===== src/rtl/bm_alu_arbiter.sv =====
// Round-robin arbiter/sequencer sharing one registered 8-bit ALU among four requesters.
// Optional macro ALU_MUL_EN adds an 8x8 multiplier and MULW state; otherwise op 011 is reserved.
module bm_alu_arbiter #(
  parameter int N_REQ = 4,
  parameter int WIDTH = 8
) (
  input  logic                   clock,
  input  logic                   reset_n,
  input  logic [N_REQ-1:0]       req,
  input  logic [3*N_REQ-1:0]     op_in,
  input  logic [WIDTH*N_REQ-1:0] a_in,
  input  logic [WIDTH*N_REQ-1:0] b_in,
  output logic [N_REQ-1:0]       gnt,
  output logic                   busy,
  output logic [2*WIDTH-1:0]     res_out,
  output logic                   res_valid,
  output logic [1:0]             res_id,
  output logic [7:0]             op_count
);

  typedef enum logic [1:0] {
    IDLE = 2'd0,
    EXEC = 2'd1,
    RESP = 2'd2
`ifdef ALU_MUL_EN
    , MULW = 2'd3
`endif
  } state_t;

  localparam logic [2*WIDTH-1:0] RESERVED_RES = (2*WIDTH)'(16'h00CD);

  state_t               state_q, state_d;
  logic [1:0]           rr_ptr_q, rr_ptr_d;
  logic [N_REQ-1:0]     gnt_q, gnt_d;
  logic [2*WIDTH-1:0]   res_out_q, res_out_d;
  logic                 res_valid_q, res_valid_d;
  logic [1:0]           res_id_q, res_id_d;
  logic [7:0]           op_count_q, op_count_d;
  logic [2:0]           op_q, op_d;
  logic [WIDTH-1:0]     a_q, a_d, b_q, b_d;
  logic [1:0]           id_q, id_d;

  logic                 found;
  logic [1:0]           win;
  logic [1:0]           idx;
  logic [2*WIDTH-1:0]   alu_res;
  logic [2*WIDTH-1:0]   a_ext, b_ext;

  assign a_ext = {{WIDTH{1'b0}}, a_q};
  assign b_ext = {{WIDTH{1'b0}}, b_q};

  // First asserted request at or above rr_ptr, wrapping mod 4.
  always_comb begin
    found = 1'b0;
    win   = rr_ptr_q;
    idx   = rr_ptr_q;
    for (int i = 0; i < N_REQ; i++) begin
      idx = rr_ptr_q + 2'(i);
      if (!found && req[idx]) begin
        found = 1'b1;
        win   = idx;
      end
    end
  end

  always_comb begin
    alu_res = '0;
    case (op_q)
      3'b000: alu_res = a_ext & b_ext;
      3'b001: alu_res = a_ext | b_ext;
      3'b010: alu_res = a_ext ^ b_ext;
      3'b100: alu_res = a_ext + b_ext;
      3'b101: alu_res = a_ext - b_ext;
      3'b110: alu_res = ~a_ext & b_ext;
      default: alu_res = RESERVED_RES;
    endcase
  end

  always_comb begin
    state_d     = state_q;
    rr_ptr_d    = rr_ptr_q;
    gnt_d       = '0;
    res_out_d   = res_out_q;
    res_valid_d = 1'b0;
    res_id_d    = res_id_q;
    op_count_d  = op_count_q;
    op_d        = op_q;
    a_d         = a_q;
    b_d         = b_q;
    id_d        = id_q;
    case (state_q)
      IDLE: begin
        if (found) begin
          op_d       = op_in[3*int'(win) +: 3];
          a_d        = a_in[WIDTH*int'(win) +: WIDTH];
          b_d        = b_in[WIDTH*int'(win) +: WIDTH];
          id_d       = win;
          gnt_d[win] = 1'b1;
          rr_ptr_d   = win + 2'd1;
          state_d    = EXEC;
        end
      end
      EXEC: begin
        res_out_d   = alu_res;
        res_valid_d = 1'b1;
        res_id_d    = id_q;
        op_count_d  = op_count_q + 8'd1;
        state_d     = RESP;
`ifdef ALU_MUL_EN
        // Multiply defers its result to MULW so res_out keeps the previous result meanwhile.
        if (op_q == 3'b011) begin
          res_out_d   = res_out_q;
          res_valid_d = 1'b0;
          res_id_d    = res_id_q;
          op_count_d  = op_count_q;
          state_d     = MULW;
        end
`endif
      end
`ifdef ALU_MUL_EN
      MULW: begin
        res_out_d   = a_ext * b_ext;
        res_valid_d = 1'b1;
        res_id_d    = id_q;
        op_count_d  = op_count_q + 8'd1;
        state_d     = RESP;
      end
`endif
      RESP: state_d = IDLE;
      default: state_d = IDLE;
    endcase
  end

  always_ff @(posedge clock or negedge reset_n) begin
    if (!reset_n) begin
      state_q     <= IDLE;
      rr_ptr_q    <= '0;
      gnt_q       <= '0;
      res_out_q   <= '0;
      res_valid_q <= 1'b0;
      res_id_q    <= '0;
      op_count_q  <= '0;
      op_q        <= '0;
      a_q         <= '0;
      b_q         <= '0;
      id_q        <= '0;
    end else begin
      state_q     <= state_d;
      rr_ptr_q    <= rr_ptr_d;
      gnt_q       <= gnt_d;
      res_out_q   <= res_out_d;
      res_valid_q <= res_valid_d;
      res_id_q    <= res_id_d;
      op_count_q  <= op_count_d;
      op_q        <= op_d;
      a_q         <= a_d;
      b_q         <= b_d;
      id_q        <= id_d;
    end
  end

  assign gnt       = gnt_q;
  assign busy      = (state_q != IDLE);
  assign res_out   = res_out_q;
  assign res_valid = res_valid_q;
  assign res_id    = res_id_q;
  assign op_count  = op_count_q;

endmodule


===== config.mk =====
export PLATFORM = sky130hd
export DESIGN_NAME = bm_alu_arbiter
export DESIGN_NICKNAME = d
export VERILOG_FILES = /design/src/rtl/bm_alu_arbiter.sv
export SDC_FILE = /design/constraint.sdc
export NUM_CORES = 1
export LEC_CHECK = 0
export CORE_UTILIZATION = 47
export DETAILED_ROUTE_END_ITERATION = 8
export DONT_BUFFER_PORTS = 1
export SETUP_SLACK_MARGIN = 0.4
export SYNTH_ARGS = -nofsm -noshare
export SYNTH_HDL_FRONTEND = slang
export SYNTH_SLANG_ARGS = --single-unit

===== constraint.sdc =====
create_clock -name clock -period 5 [get_ports clock]
set_input_delay 1 -clock clock [delete_from_list [all_inputs] [get_ports clock]]
set_output_delay 1 -clock clock [all_outputs]
set_load 0.05 [all_outputs]

Yosys cells after proc, flatten, opt, wreduce, memory -nomap -nowiden
Index checks and enable logic that the tools add are counted.
Word-level totals
  register bits: 56
  input port bits: 82
  output and inout bits: 32
  word-level logic and storage cells: 74
Cells by class
  add/sub/neg operators: 7
  multipliers: 1
  order comparisons: 6
  eq/ne operators: 7
  shifts and indexed selects: 3
  muxes and demuxes: 23
  bitwise logic cells: 5
  reduce and logical (&&, ||, !) cells: 11
Operators by type and width (number)
  $pmux 16 s6: 1
  $shiftx 32x6->8: 2
  $and 16x8->16: 1
  $not 8->16: 1
  $lt 2x3->1 const B: 5
  $shiftx 12x5->3: 1
  $mux 1: 10
  $add 8x8->9: 1
  $eq 3x3->1 const B: 3
  $sub 8x8->9: 1
  $add 8x1->8 const B: 1
  $and 8x8->8: 1
  $bmux 1 s2: 4
  $mux 2: 4
  $mux 4: 2
  $or 8x8->8: 1
  $xor 8x8->8: 1
  $add 2x1->2 const B: 2
  $add 2x2->2 const B: 2
  $logic_and 1x1->1: 4
  $mul 2x2->4 const A: 1
  $pmux 2 s2: 1
  $eq 3x1->1 const B: 1
  $eq 3x2->1 const B: 1
  9 further kinds: 11

Depth between registers and ports, before layout
  depth in word-level cells: 18
  mapped depth: 10

Worst setup path after synthesis
OpenSTA, ideal clock, no wires.
  path type: input to register
  from: input req[0]
  to: register a_q[1]
  setup time: 125 ps
  arrival time: 2451 ps
  slack: 2424 ps
  stages on the path: 7
  path buffers: 1
  cell sequence: inv_2 a21oi_1 a21oi_2 o221ai_2 buf_6 mux4_2 mux2_4
Between the ends
  cells in the longest elaborated chain, start to end: 13
RTL lines
  from (decl): line 9  | input logic [N_REQ-1:0] req,
  $bmux 1 s2: line 59  | if (!found && req[idx]) begin
  $mux 1 (implied by the code): line 59
  $mux 1: line 59
  $logic_not 1->1: line 59
  $logic_and 1x1->1: line 59
  $mux 1: line 59
  $logic_not 1->1: line 59
  $logic_and 1x1->1: line 59
  $mux 1: line 59
  $logic_not 1->1: line 59
  $logic_and 1x1->1: line 59
  $mux 2 or $mux 1 (tied branches): line 59
  $shiftx 32x6->8 or $reduce_and 2->1 (tied branches)
  to (signal assigned): line 144  | a_q <= '0;
  to (signal assigned): line 156  | a_q <= a_d;
  to (decl): line 40  | logic [WIDTH-1:0] a_q, a_d, b_q, b_d;
Parallel ways exist; a longest one is shown, timed or not. The select of a mux whose other input is x is not followed.
A chain may end at the register's enable or synchronous reset.

Final worst setup path
  from: input req[0]
  to: register b_q[0]
Between the ends
  cells in the longest elaborated chain, start to end: 13
RTL lines
  $bmux 1 s2: line 59
  $mux 1 (implied by the code): line 59
  $mux 1: line 59
  $logic_not 1->1: line 59
  $logic_and 1x1->1: line 59
  $mux 1: line 59
  $logic_not 1->1: line 59
  $logic_and 1x1->1: line 59
  $mux 1: line 59
  $logic_not 1->1: line 59
  $logic_and 1x1->1: line 59
  $mux 2 or $mux 1 (tied branches): line 59
  $shiftx 32x6->8 or $reduce_and 2->1 (tied branches)
  to (signal assigned): line 145  | b_q <= '0;
  to (signal assigned): line 157  | b_q <= b_d;
  to (decl): line 40
Parallel ways exist; a longest one is shown, timed or not. The select of a mux whose other input is x is not followed.

==> reports/summary.txt <==
share of layout cells above drive strength 1 -> 16.09%
Max Freq -> 0.3639 GHz
Antenna Diode Count -> 0
die span in y -> 91.00 um
Synth Register Bits -> 50
First-pass DRT Iterations -> 4
CORE AREA -> 0.007687 mm2
cts hold-fix bufs -> 0
Max clock buf depth -> 2
Worst Hold Class -> primary input to async pin
H-tree depth -> 2
worst skew pair latency -> 0.31 ns
synth warn -> 0
Largest delay share family, worst path -> compound AO/OA/AOI/OAI gates
period utilization -> 54.96%
grt total ovfl -> 0
clk sinks -> 50
largest net degree at the start of global routing -> 51
global-route wire length before repair -> 13.23 mm
Min Hold Slack -> 0.3719 ns
Slew Viols, Final -> 0
worst-path cell chain -> inv_2 -> a21oi_1 -> a21oi_2 -> o221ai_4 -> mux4_1 -> mux2_2
total power draw -> 3260 uW
Post-DP Area -> 0.003741 mm2
synthesized area per cell -> 10.23 um2
wire length per cell -> 17.61 um
required time of the critical path -> 5.20 ns
CTS Root Buffer Type -> clkbuf_8
P&R area growth vs syn -> 3.765%
outcome -> finished clean
Net count, final -> 460
pwr dens -> 844.1 mW/mm2
WL final -> 7.923 mm
Hold Fails Final Rpt -> 0
Post-DP HPWL -> 6.032 mm
Cell Area, Synth -> 0.003722 mm2
Final GP Congestion -> 0.8655
final setup margin -> 2.252 ns
peak supply drop -> 0.0002964 V
fill count -> 712
IO Port Bufs -> 0
Post-synth EDFFs -> 0
CTS Buf Count -> 5
Design Area, Final -> 0.003862 mm2
Slowest cell on crit path -> o221ai_4
Setup violations, final -> 0
dpl ws -> 1.884 ns
Die Area -> 0.008280 mm2
Pleak -> 0.001642 uW
Remaining DRCs -> 0
starting density of the core -> 48.42%
Yosys cell types -> 57
Crit Path Class -> primary input to register
via/cell ratio -> 5.818
Post-CTS Setup Inserts -> 0
setup TNS -> 0 ns
crit path time final -> 2.748 ns
RSZ-0062 raised after global routing -> false
Gate Count Post-Synth -> 364
worst-margin pin slew -> 1.011 ns
Slew HR -> 32.63%
vias in the first global route -> 2590
crit start category -> primary input
CP Max Fanout -> 23
Post-DRT Antenna Nets -> 0
Ports -> 114
max cap viols -> 0
CP Buf/Inv Count -> 1
ys flop type -> dfrtp_1
# rows -> 32
CP Data Arrival Time -> 2.94 ns
Fin Clk Skew -> 0.005426 ns
initial drt markers -> 188
Seq/Total Area, Yosys -> 33.61%
initial antenna violation count -> 0
Die X -> 91.00 um
post_cts resized -> 0
fraction of registers with async set/reset -> 100.0%
CP max stage delay -> 0.79 ns
crit end category -> register
GRT Total Usage -> 20.17%
Synth Net Count -> 477
vias -> 2618
CTS tree -> yes
CTS clk-pin slew, worst paths -> 0.10 ns
[cell families (layout without fill, tap and decap cells)]
| kind of cell | count (synthesis) | after routing | synth area share, % |
|---|---|---|---|
| AO/OA/AOI/OAI | 82 | 82 | 14.62 |
| XOR/XNOR | 14 | 14 | 3.294 |
| adder cells (fa/ha/maj) | 31 | 31 | 10.82 |
| buffers and inverters | 53 | 37 | 6.420 |
| flip-flops | 50 | 50 | 33.61 |
| multiplexers | 42 | 42 | 19.13 |
| AND/OR/NAND/NOR | 92 | 92 | 12.10 |
[worst reg2reg max path: stages, from the launching register on]
cell	delay (ns)
dfrtp_1	0.44
inv_1	0.11
ha_1	0.18
inv_1	0.06
fa_1	0.38
nor2b_1	0.17
o21a_1	0.19
a2111oi_2	0.46
xor2_1	0.13
a31oi_1	0.26
a21oi_1	0.10
[routing by layer]
metal / part of all wire (%) / up-vias / GRT usage [%] / wire length [um]
met1: 45 / 1253 / 27.11 / 3567
li1: - / 1263 / - / -
met5: 0 / - / 0 / 0
met3: 5.4 / 9 / 2.848 / 425
met2: 49 / 93 / 34.41 / 3868
met4: 0.77 / 0 / 5.026 / 61
[power breakdown]
group	switching, uW	leakage (uW)	internal, uW
clock network	148	0.0000618	165
registers	658	0.000606	590
logic	884	0.000974	815
[synth_stat cells (all sizes together), types with 3 or more instances]
library cell  number  share of area [%]
mux4              19                 12
nand2             30                3.0
nor2              22                2.2
a211oi             3               0.60
nand3              4               0.54
a21oi             19                2.7
o31ai              4               0.81
nor3b              3               0.60
o21ai             22                3.0
a31oi              6                1.0
o21a               7                1.4
dfrtp             50                 34
nand2b             6                1.0
inv               28                2.8
xnor2             13                3.1
nor3               6               0.81
ha                29                9.7
and2               4               0.67
mux2              22                7.2
o32ai              3               0.71
buf               13                2.4
clkbuf            12                1.2
o21bai             3               0.60
nor2b              6                1.0
[area by class of cell]
cell class / count / area [um2] / area share [%]
clock buffer: 6 / 82.58 / 2.138
clock inverter: 2 / 38.79 / 1.004
inverter: 28 / 105.1 / 2.721
multi-input combinational: 261 / 2246 / 58.15
sequential: 50 / 1255 / 32.49
tap: 102 / 127.6 / 3.304
timing repair buffer: 1 / 7.507 / 0.1944
[per-stage QoR]
stage,std cells,util [%]
final,450,50.24
after global routing,450,50.24
after CTS,450,50.24
after detailed placement,442,48.67
after global placement,442,48.67
after floorplan,364,-
[registers in the layout (all words and copies together), names as in the netlist, 3 cells and up]
register and cells:
b_q 8, op_count 8, op_q 3, res_out 10, gnt 4, a_q 8
[cells in the final DEF, fill, tap and decap left out, types with 3 or more instances in the layout]
cell type	count
dfrtp_1	49
nand2_1	30
ha_1	29
inv_1	25
nor2_1	21
a21oi_1	18
o21ai_0	18
mux4_2	17
mux2_2	16
xnor2_1	13
o21a_1	7
nand2b_1	6
nor2b_1	6
nor3_1	6
a31oi_1	6
clkbuf_8	6
mux2_4	5
and2_1	4
o21ai_1	4
o31ai_1	4
nand3_1	4
inv_2	3
nor3b_1	3
o21bai_1	3
o32ai_1	3
a211oi_1	3
[path summary, 6_finish.rpt]
check | start | to | slack, ns | cells past startpoint
min in group clock | id_q[0]$_DFFE_PN0P_ | res_id[0]$_DFFE_PN0P_ | 0.47 | 2
hold reg to reg | id_q[0]$_DFFE_PN0P_ | res_id[0]$_DFFE_PN0P_ | 0.47 | 2
setup reg to reg | a_q[0]$_DFFE_PN0P_ | res_out[6]$_DFFE_PN0P_ | 2.42 | 10
hold / removal | reset_n | op_count[4]$_DFFE_PN0P_ | 0.37 | 0
max in group asynchronous | reset_n | res_out[2]$_DFFE_PN0P_ | 4.53 | 0
setup / recovery | req[0] | b_q[0]$_DFFE_PN0P_ | 2.25 | 6
Power figures use the tool's default switching activity.
